$ cat src/rtl/pc_ctrl_pipe_if.sv
// rtl/pc_ctrl_pipe_if.sv - EX-stage redirect and PC/return-stack status bundle for pc_ctrl_pipe
interface pc_ctrl_pipe_if #(
  parameter int PC_WIDTH = 16
);
  logic                stall;
  logic                branch;
  logic                alu_zero;
  logic                uncondbranch;
  logic                call;
  logic                ret;
  logic [PC_WIDTH-1:0] signext;
  logic [PC_WIDTH-1:0] branch_pc;
  logic [PC_WIDTH-1:0] ret_reg;
  logic [PC_WIDTH-1:0] pc;
  logic                flush;
  logic                ras_empty;
  logic                ras_full;
  logic                ras_mismatch;

  modport master (
    output stall, branch, alu_zero, uncondbranch, call, ret, signext, branch_pc, ret_reg,
    input  pc, flush, ras_empty, ras_full, ras_mismatch
  );

  modport slave (
    input  stall, branch, alu_zero, uncondbranch, call, ret, signext, branch_pc, ret_reg,
    output pc, flush, ras_empty, ras_full, ras_mismatch
  );
endinterface

$ cat src/rtl/pc_ctrl_pipe.sv
// rtl/pc_ctrl_pipe.sv - fetch PC generation, EX redirect resolution and return-address stack
module pc_ctrl_pipe #(
  parameter int                  PC_WIDTH     = 16,
  parameter logic [PC_WIDTH-1:0] RESET_PC     = '0,
  parameter int                  INCR         = 4,
  parameter int                  OFFSET_SHIFT = 1,
  parameter int                  RAS_DEPTH    = 4
) (
  input logic          clock,
  input logic          reset,
  pc_ctrl_pipe_if.slave bus
);
  localparam int PW = $clog2(RAS_DEPTH);
  localparam int CW = PW + 1;

  logic [PC_WIDTH-1:0] r_pc;
  logic [PC_WIDTH-1:0] r_ras [RAS_DEPTH];
  logic [PW-1:0]       r_top;
  logic [CW-1:0]       r_count;
  logic                r_mismatch;

  logic                w_take_b;
  logic                w_take_u;
  logic                w_take_r;
  logic                w_push;
  logic                w_empty;
  logic                w_full;
  logic [PC_WIDTH-1:0] w_br_target;
  logic [PC_WIDTH-1:0] w_ret_addr;
  logic [PC_WIDTH-1:0] w_next_pc;
  logic [PW-1:0]       w_top_inc;

  assign w_take_b    = bus.branch & bus.alu_zero;
  assign w_take_u    = bus.uncondbranch;
  assign w_take_r    = bus.ret;
  // BL is only meaningful together with uncondbranch; a stray call is ignored.
  assign w_push      = bus.call & bus.uncondbranch;
  assign w_empty     = (r_count == '0);
  assign w_full      = (r_count == CW'(RAS_DEPTH));
  // Branch targets are relative to the instruction in EX, not the fetch PC.
  assign w_br_target = bus.branch_pc + (bus.signext << OFFSET_SHIFT);
  assign w_ret_addr  = bus.branch_pc + PC_WIDTH'(INCR);
  assign w_top_inc   = r_top + PW'(1);

  assign bus.flush        = ~reset & (w_take_b | w_take_u | w_take_r);
  assign bus.pc           = r_pc;
  assign bus.ras_empty    = w_empty;
  assign bus.ras_full     = w_full;
  assign bus.ras_mismatch = r_mismatch;

  // Next-PC select: return > unconditional > conditional > stall hold > sequential.
  always_comb begin
    w_next_pc = r_pc + PC_WIDTH'(INCR);
    if (w_take_r) begin
      w_next_pc = bus.ret_reg;
    end else if (w_take_u | w_take_b) begin
      w_next_pc = w_br_target;
    end else if (bus.stall) begin
      w_next_pc = r_pc;
    end
  end

  // PC register.
  always_ff @(posedge clock) begin
    if (reset) begin
      r_pc <= RESET_PC;
    end else begin
      r_pc <= w_next_pc;
    end
  end

  // Return stack: circular buffer so a push when full silently drops the oldest entry.
  always_ff @(posedge clock) begin
    if (reset) begin
      r_top      <= '0;
      r_count    <= '0;
      r_mismatch <= 1'b0;
    end else begin
      r_mismatch <= bus.ret & (w_empty | (r_ras[r_top] != bus.ret_reg));
      if (bus.ret & w_push) begin
        if (w_empty) begin
          r_top            <= w_top_inc;
          r_ras[w_top_inc] <= w_ret_addr;
          r_count          <= CW'(1);
        end else begin
          r_ras[r_top] <= w_ret_addr;
        end
      end else if (w_push) begin
        r_top            <= w_top_inc;
        r_ras[w_top_inc] <= w_ret_addr;
        if (!w_full) begin
          r_count <= r_count + CW'(1);
        end
      end else if (bus.ret & !w_empty) begin
        r_top   <= r_top - PW'(1);
        r_count <= r_count - CW'(1);
      end
    end
  end
endmodule

$ cat src/flat_wrapper.sv
// flat-port wrapper written by rule: the top's interface ports become plain ports
module pc_ctrl_pipe_flat 
#(
  parameter int                  PC_WIDTH     = 16,
  parameter logic [PC_WIDTH-1:0] RESET_PC     = '0,
  parameter int                  INCR         = 4,
  parameter int                  OFFSET_SHIFT = 1,
  parameter int                  RAS_DEPTH    = 4
)
  (clock, reset, bus_stall, bus_branch, bus_alu_zero, bus_uncondbranch, bus_call, bus_ret, bus_signext, bus_branch_pc, bus_ret_reg, bus_pc, bus_flush, bus_ras_empty, bus_ras_full, bus_ras_mismatch);
  pc_ctrl_pipe_if #(.PC_WIDTH(PC_WIDTH)) bus_i ();
  input logic clock;
  input logic reset;
  input wire logic [$bits(bus_i.stall)-1:0] bus_stall;
  input wire logic [$bits(bus_i.branch)-1:0] bus_branch;
  input wire logic [$bits(bus_i.alu_zero)-1:0] bus_alu_zero;
  input wire logic [$bits(bus_i.uncondbranch)-1:0] bus_uncondbranch;
  input wire logic [$bits(bus_i.call)-1:0] bus_call;
  input wire logic [$bits(bus_i.ret)-1:0] bus_ret;
  input wire logic [$bits(bus_i.signext)-1:0] bus_signext;
  input wire logic [$bits(bus_i.branch_pc)-1:0] bus_branch_pc;
  input wire logic [$bits(bus_i.ret_reg)-1:0] bus_ret_reg;
  output wire logic [$bits(bus_i.pc)-1:0] bus_pc;
  output wire logic [$bits(bus_i.flush)-1:0] bus_flush;
  output wire logic [$bits(bus_i.ras_empty)-1:0] bus_ras_empty;
  output wire logic [$bits(bus_i.ras_full)-1:0] bus_ras_full;
  output wire logic [$bits(bus_i.ras_mismatch)-1:0] bus_ras_mismatch;
  assign bus_i.stall = bus_stall;
  assign bus_i.branch = bus_branch;
  assign bus_i.alu_zero = bus_alu_zero;
  assign bus_i.uncondbranch = bus_uncondbranch;
  assign bus_i.call = bus_call;
  assign bus_i.ret = bus_ret;
  assign bus_i.signext = bus_signext;
  assign bus_i.branch_pc = bus_branch_pc;
  assign bus_i.ret_reg = bus_ret_reg;
  assign bus_pc = bus_i.pc;
  assign bus_flush = bus_i.flush;
  assign bus_ras_empty = bus_i.ras_empty;
  assign bus_ras_full = bus_i.ras_full;
  assign bus_ras_mismatch = bus_i.ras_mismatch;
  pc_ctrl_pipe #(.PC_WIDTH(PC_WIDTH), .RESET_PC(RESET_PC), .INCR(INCR), .OFFSET_SHIFT(OFFSET_SHIFT), .RAS_DEPTH(RAS_DEPTH)) u_core (.clock(clock), .reset(reset), .bus(bus_i));
endmodule
$ cat config.mk
export PLATFORM = sky130hd
export DESIGN_NAME = pc_ctrl_pipe_flat
export DESIGN_NICKNAME = d
export VERILOG_FILES = /design/src/rtl/pc_ctrl_pipe_if.sv /design/src/rtl/pc_ctrl_pipe.sv /design/src/flat_wrapper.sv
export SDC_FILE = /design/constraint.sdc
export NUM_CORES = 1
export LEC_CHECK = 0
export ABC_AREA = 1
export CORE_UTILIZATION = 50
export DETAILED_ROUTE_END_ITERATION = 6
export PLACE_DENSITY = 0.8
export SYNTH_ARGS = -nofsm -noshare
export SYNTH_HDL_FRONTEND = slang
export SYNTH_SLANG_ARGS = --single-unit
$ cat constraint.sdc
create_clock -name clock -period 2.5 [get_ports clock]
set_clock_uncertainty 0.1 [all_clocks]
set_input_delay 0.5 -clock clock [delete_from_list [all_inputs] [get_ports clock]]
set_output_delay 0.5 -clock clock [all_outputs]
set_load 0.01 [all_outputs]
==> reports/qor.csv, run 1 <==
stage,metric,value,unit
timing,whs,0.4015,ns
pwr,seqPwrFrac,0.443,
floorplanning,fp-row-count,37,
route,drt_iter0_drc,388,
timing,slew_headroom,0.6904,
clocking,cts_made_buffers,9,
floorplanning,coreArea,10320,um^2
route,drt_pre_antenna_iters,5,
pwr,p_comb_frac,0.301,
layout,fin_cells,928,
pwr,peakVddDrop,0.3711,mV
timing,max_clock_freq,0.4267,GHz
layout,drive_gt1_frac,0.1048,
place,place_ws,-0.1416,ns
floorplanning,die_y,105.1,um
critical_path,endpoint_kind,flip-flop,
floorplanning,dieArea,11040,um^2
clocking,clock_latency,0.37,ns
critical_path,path_max_fanout,4,
critical_path,start_kind,primary input,
outcome,status,completed,
clocking,cts_sinks,88,
grt,grt_first_pass_wirelength,23.80,mm
yosys,synth.distinct_cells,35,
timing,layout_min_cycle_time,2.343,ns
route,wl_per_cell,15.80,um
place,place_area,6486,um^2
layout,antenna_cells,0,
route,vias,5040,
yosys,ys_seq_elements,88,
job,cap_violations,0,
grt,track_usage,0.2780,
pwr,p_sw,1.362,mW
route,ant_nets,0,
critical_path,path_class,in2reg,
critical_path,r2r_slack,0.56,ns
clocking,root_buffer,clkbuf_8,
timing,finalSetupViolCount,0,
route,wirelength,14.66,mm
clocking,cts_hold_buffers,0,
clocking,cts_max_level,3,
worst_hold_path,hold_depth,2,
timing,rsz0062_at_grt,false,
clocking,path_clk_slew,0.10,ns
grt,antenna_found_initial,0,
timing,finalHoldViolCount,0,
timing,max_slew.worst_pin.slew,0.4629,ns
critical_path,arrival,2.37,ns
worst_hold_path,hold_class,reg2reg,
critical_path,critical_path_required,2.52,ns
yosys,syn_inst,677,
layout,design_area,6691,um^2
place,routabilityCongestion,0.9049,
timing,period_share,0.9374,
pwr,leakage,2.935,nW
yosys,yosys_warnings,0,
clocking,cts_buffer_depth,2,
place,io_buffers,74,
yosys,syn_nets,751,
route,avgViaCountPerCell,5.431,
yosys,syn_area,5314,um^2
pwr,swShare,0.3484,
floorplanning,io_pins,76,
grt,grt_max_degree,33,
grt,grt_pass1_vias,4938,
floorplanning,start_util,0.5147,
place,dp_hpwl,11.17,mm
grt,grt.overflow.total,0,
clocking,post-cts-setup-buffer-count,0,
pwr,powerDensity,584.2,nW/um^2
layout,nets,861,
critical_path,worstRegToRegCells,11,
timing,timing.final.max_slew_violations,0,
pwr,cell_internal_pwr,2.547,mW
layout,area_growth,25.92,%
place,dp_cells,912,
pwr,finalPower,3.909,mW
floorplanning,die_x,105.1,um
yosys,syn_avg_cell_area,7.849,um^2
pwr,clkPwrFrac,0.256,
clocking,cts_tree,yes,
route,drc,0,
timing,finalWorstSetupSlack,0.1565,ns
yosys,yosysSeqAreaShare,0.4521,
layout,filler_cell_count,848,
## metal layers
metal  routed length (um)  global-route usage  part of all wire  up-vias
met4                  365              0.1006             0.025        0
met1                 5859              0.3476              0.40     2334
met2                 7238              0.4858              0.49      240
met5                    0                   0                 0        -
li1                     -                   -                 -     2435
met3                 1195             0.04242             0.082       31
## power groups by stage
stage	logic, mW	registers (mW)	clock network, mW
2_1_floorplan	0.731	1.75	0
3_3_place_gp	1.12	1.76	0
3_5_place_dp	1.16	1.76	0
4_1_cts	1.17	1.73	1.00
5_1_grt	1.31	1.74	1.07
6_report	1.18	1.73	1.00
## worst max-delay path, cell delays in order
cell	delay (ns)
clkdlybuf4s50_1	0.55
ha_1	0.21
nand3_2	0.11
nor3b_2	0.23
nand3_2	0.11
nor3b_2	0.25
xor2_1	0.41
## layout by cell type, fill, tap and decap left out, types with 16 or more instances in the layout
master,count
nand2_1,214
inv_1,76
clkdlybuf4s50_1,73
edfxtp_1,64
nand3_1,59
nor2_1,47
a21oi_1,45
buf_4,40
o21ai_0,32
dfxtp_1,24
xor2_1,22
ha_1,16
## path summary, 6_finish.rpt
kind,end,startpoint
setup / recovery,u_core.r_ras[3][12]$_DFFE_PP_,bus_branch_pc[3]
hold / removal,u_core.bus.pc[0]$_SDFFE_PP0P_,u_core.bus.pc[0]$_SDFFE_PP0P_
setup reg to reg,u_core.bus.ras_mismatch$_SDFF_PP0_,flip-flop
hold reg to reg,u_core.bus.pc[0]$_SDFFE_PP0P_,u_core.bus.pc[0]$_SDFFE_PP0P_
## synth_stat cells, drive strengths merged
library cell / n / share of area
nand2: 214 / 0.15
inv: 80 / 0.057
edfxtp: 64 / 0.36
nand3: 63 / 0.063
nor2: 49 / 0.036
a21oi: 45 / 0.042
o21ai: 34 / 0.033
dfxtp: 24 / 0.090
xor2: 22 / 0.036
ha: 16 / 0.038
buf: 14 / 0.019
or2: 8 / 0.0094
nor3: 7 / 0.0094
xnor2: 7 / 0.012
nand4: 6 / 0.0071
clkbuf: 5 / 0.0035
o211ai: 5 / 0.0071
a31oi: 4 / 0.0047
nand3b: 3 / 0.0042
nor3b: 3 / 0.0061
fa: 2 / 0.0075
and2: 1 / 0.0012
o21bai: 1 / 0.0014
## what timing repair did
action,4_1_cts,5_1_grt
gates resized for setup,0,1
endpoints found under the hold margin,0,0
endpoints found under the setup margin,0,1
## registers in the layout (all words and copies together) (netlist names), named ones only
name / flops
u_core.r_top: 2
u_core.r_ras: 64
u_core.bus.pc: 16
u_core.r_count: 3
u_core.bus.ras_mismatch: 1
## through the flow
| stage | util | setup TNS, ns |
|---|---|---|
| 3_5_place_dp | 0.6283 | -2.023 |
| 6_report | 0.6482 | 0 |
| 4_1_cts | 0.6479 | 0 |
| 2_1_floorplan | - | 0 |
| 5_1_grt | 0.6482 | 0 |
| 3_3_place_gp | 0.6283 | -0.2814 |
## final cells by class
class | instances | area (um^2) | share of cell area
multi-input cells | 490 | 2490 | 0.3721
flip-flops and latches | 88 | 2402 | 0.3590
repair buffers | 118 | 1124 | 0.1679
inverters | 80 | 302.8 | 0.04525
well taps | 136 | 170.2 | 0.02543
clock buffers | 9 | 123.9 | 0.01851
clock inverters | 7 | 78.83 | 0.01178
## kinds of logic (layout without fill, tap and decap cells)
| group | after synthesis | in the layout | synth area share |
|---|---|---|---|
| AND/OR/NAND/NOR | 354 | 354 | 0.2873 |
| flip-flops | 88 | 88 | 0.4521 |
| adder cells (fa/ha/maj) | 18 | 18 | 0.04521 |
| buffers and inverters | 99 | 214 | 0.07935 |
| XOR/XNOR | 29 | 29 | 0.04780 |
| AO/OA/AOI/OAI | 89 | 89 | 0.08830 |
No activity file was read; power rests on OpenSTA's default activity.
==> inputs of run 2 (changes only) <==
--- a/config.mk
+++ b/config.mk
@@ -9,6 +9,7 @@
 export CORE_UTILIZATION = 50
 export DETAILED_ROUTE_END_ITERATION = 6
 export PLACE_DENSITY = 0.8
+export SLEW_MARGIN = 20
 export SYNTH_ARGS = -nofsm -noshare
 export SYNTH_HDL_FRONTEND = slang
 export SYNTH_SLANG_ARGS = --single-unit
==> results of run 2 <==
Same layout as run 1: the final DEF is identical, and so are final timing and power.
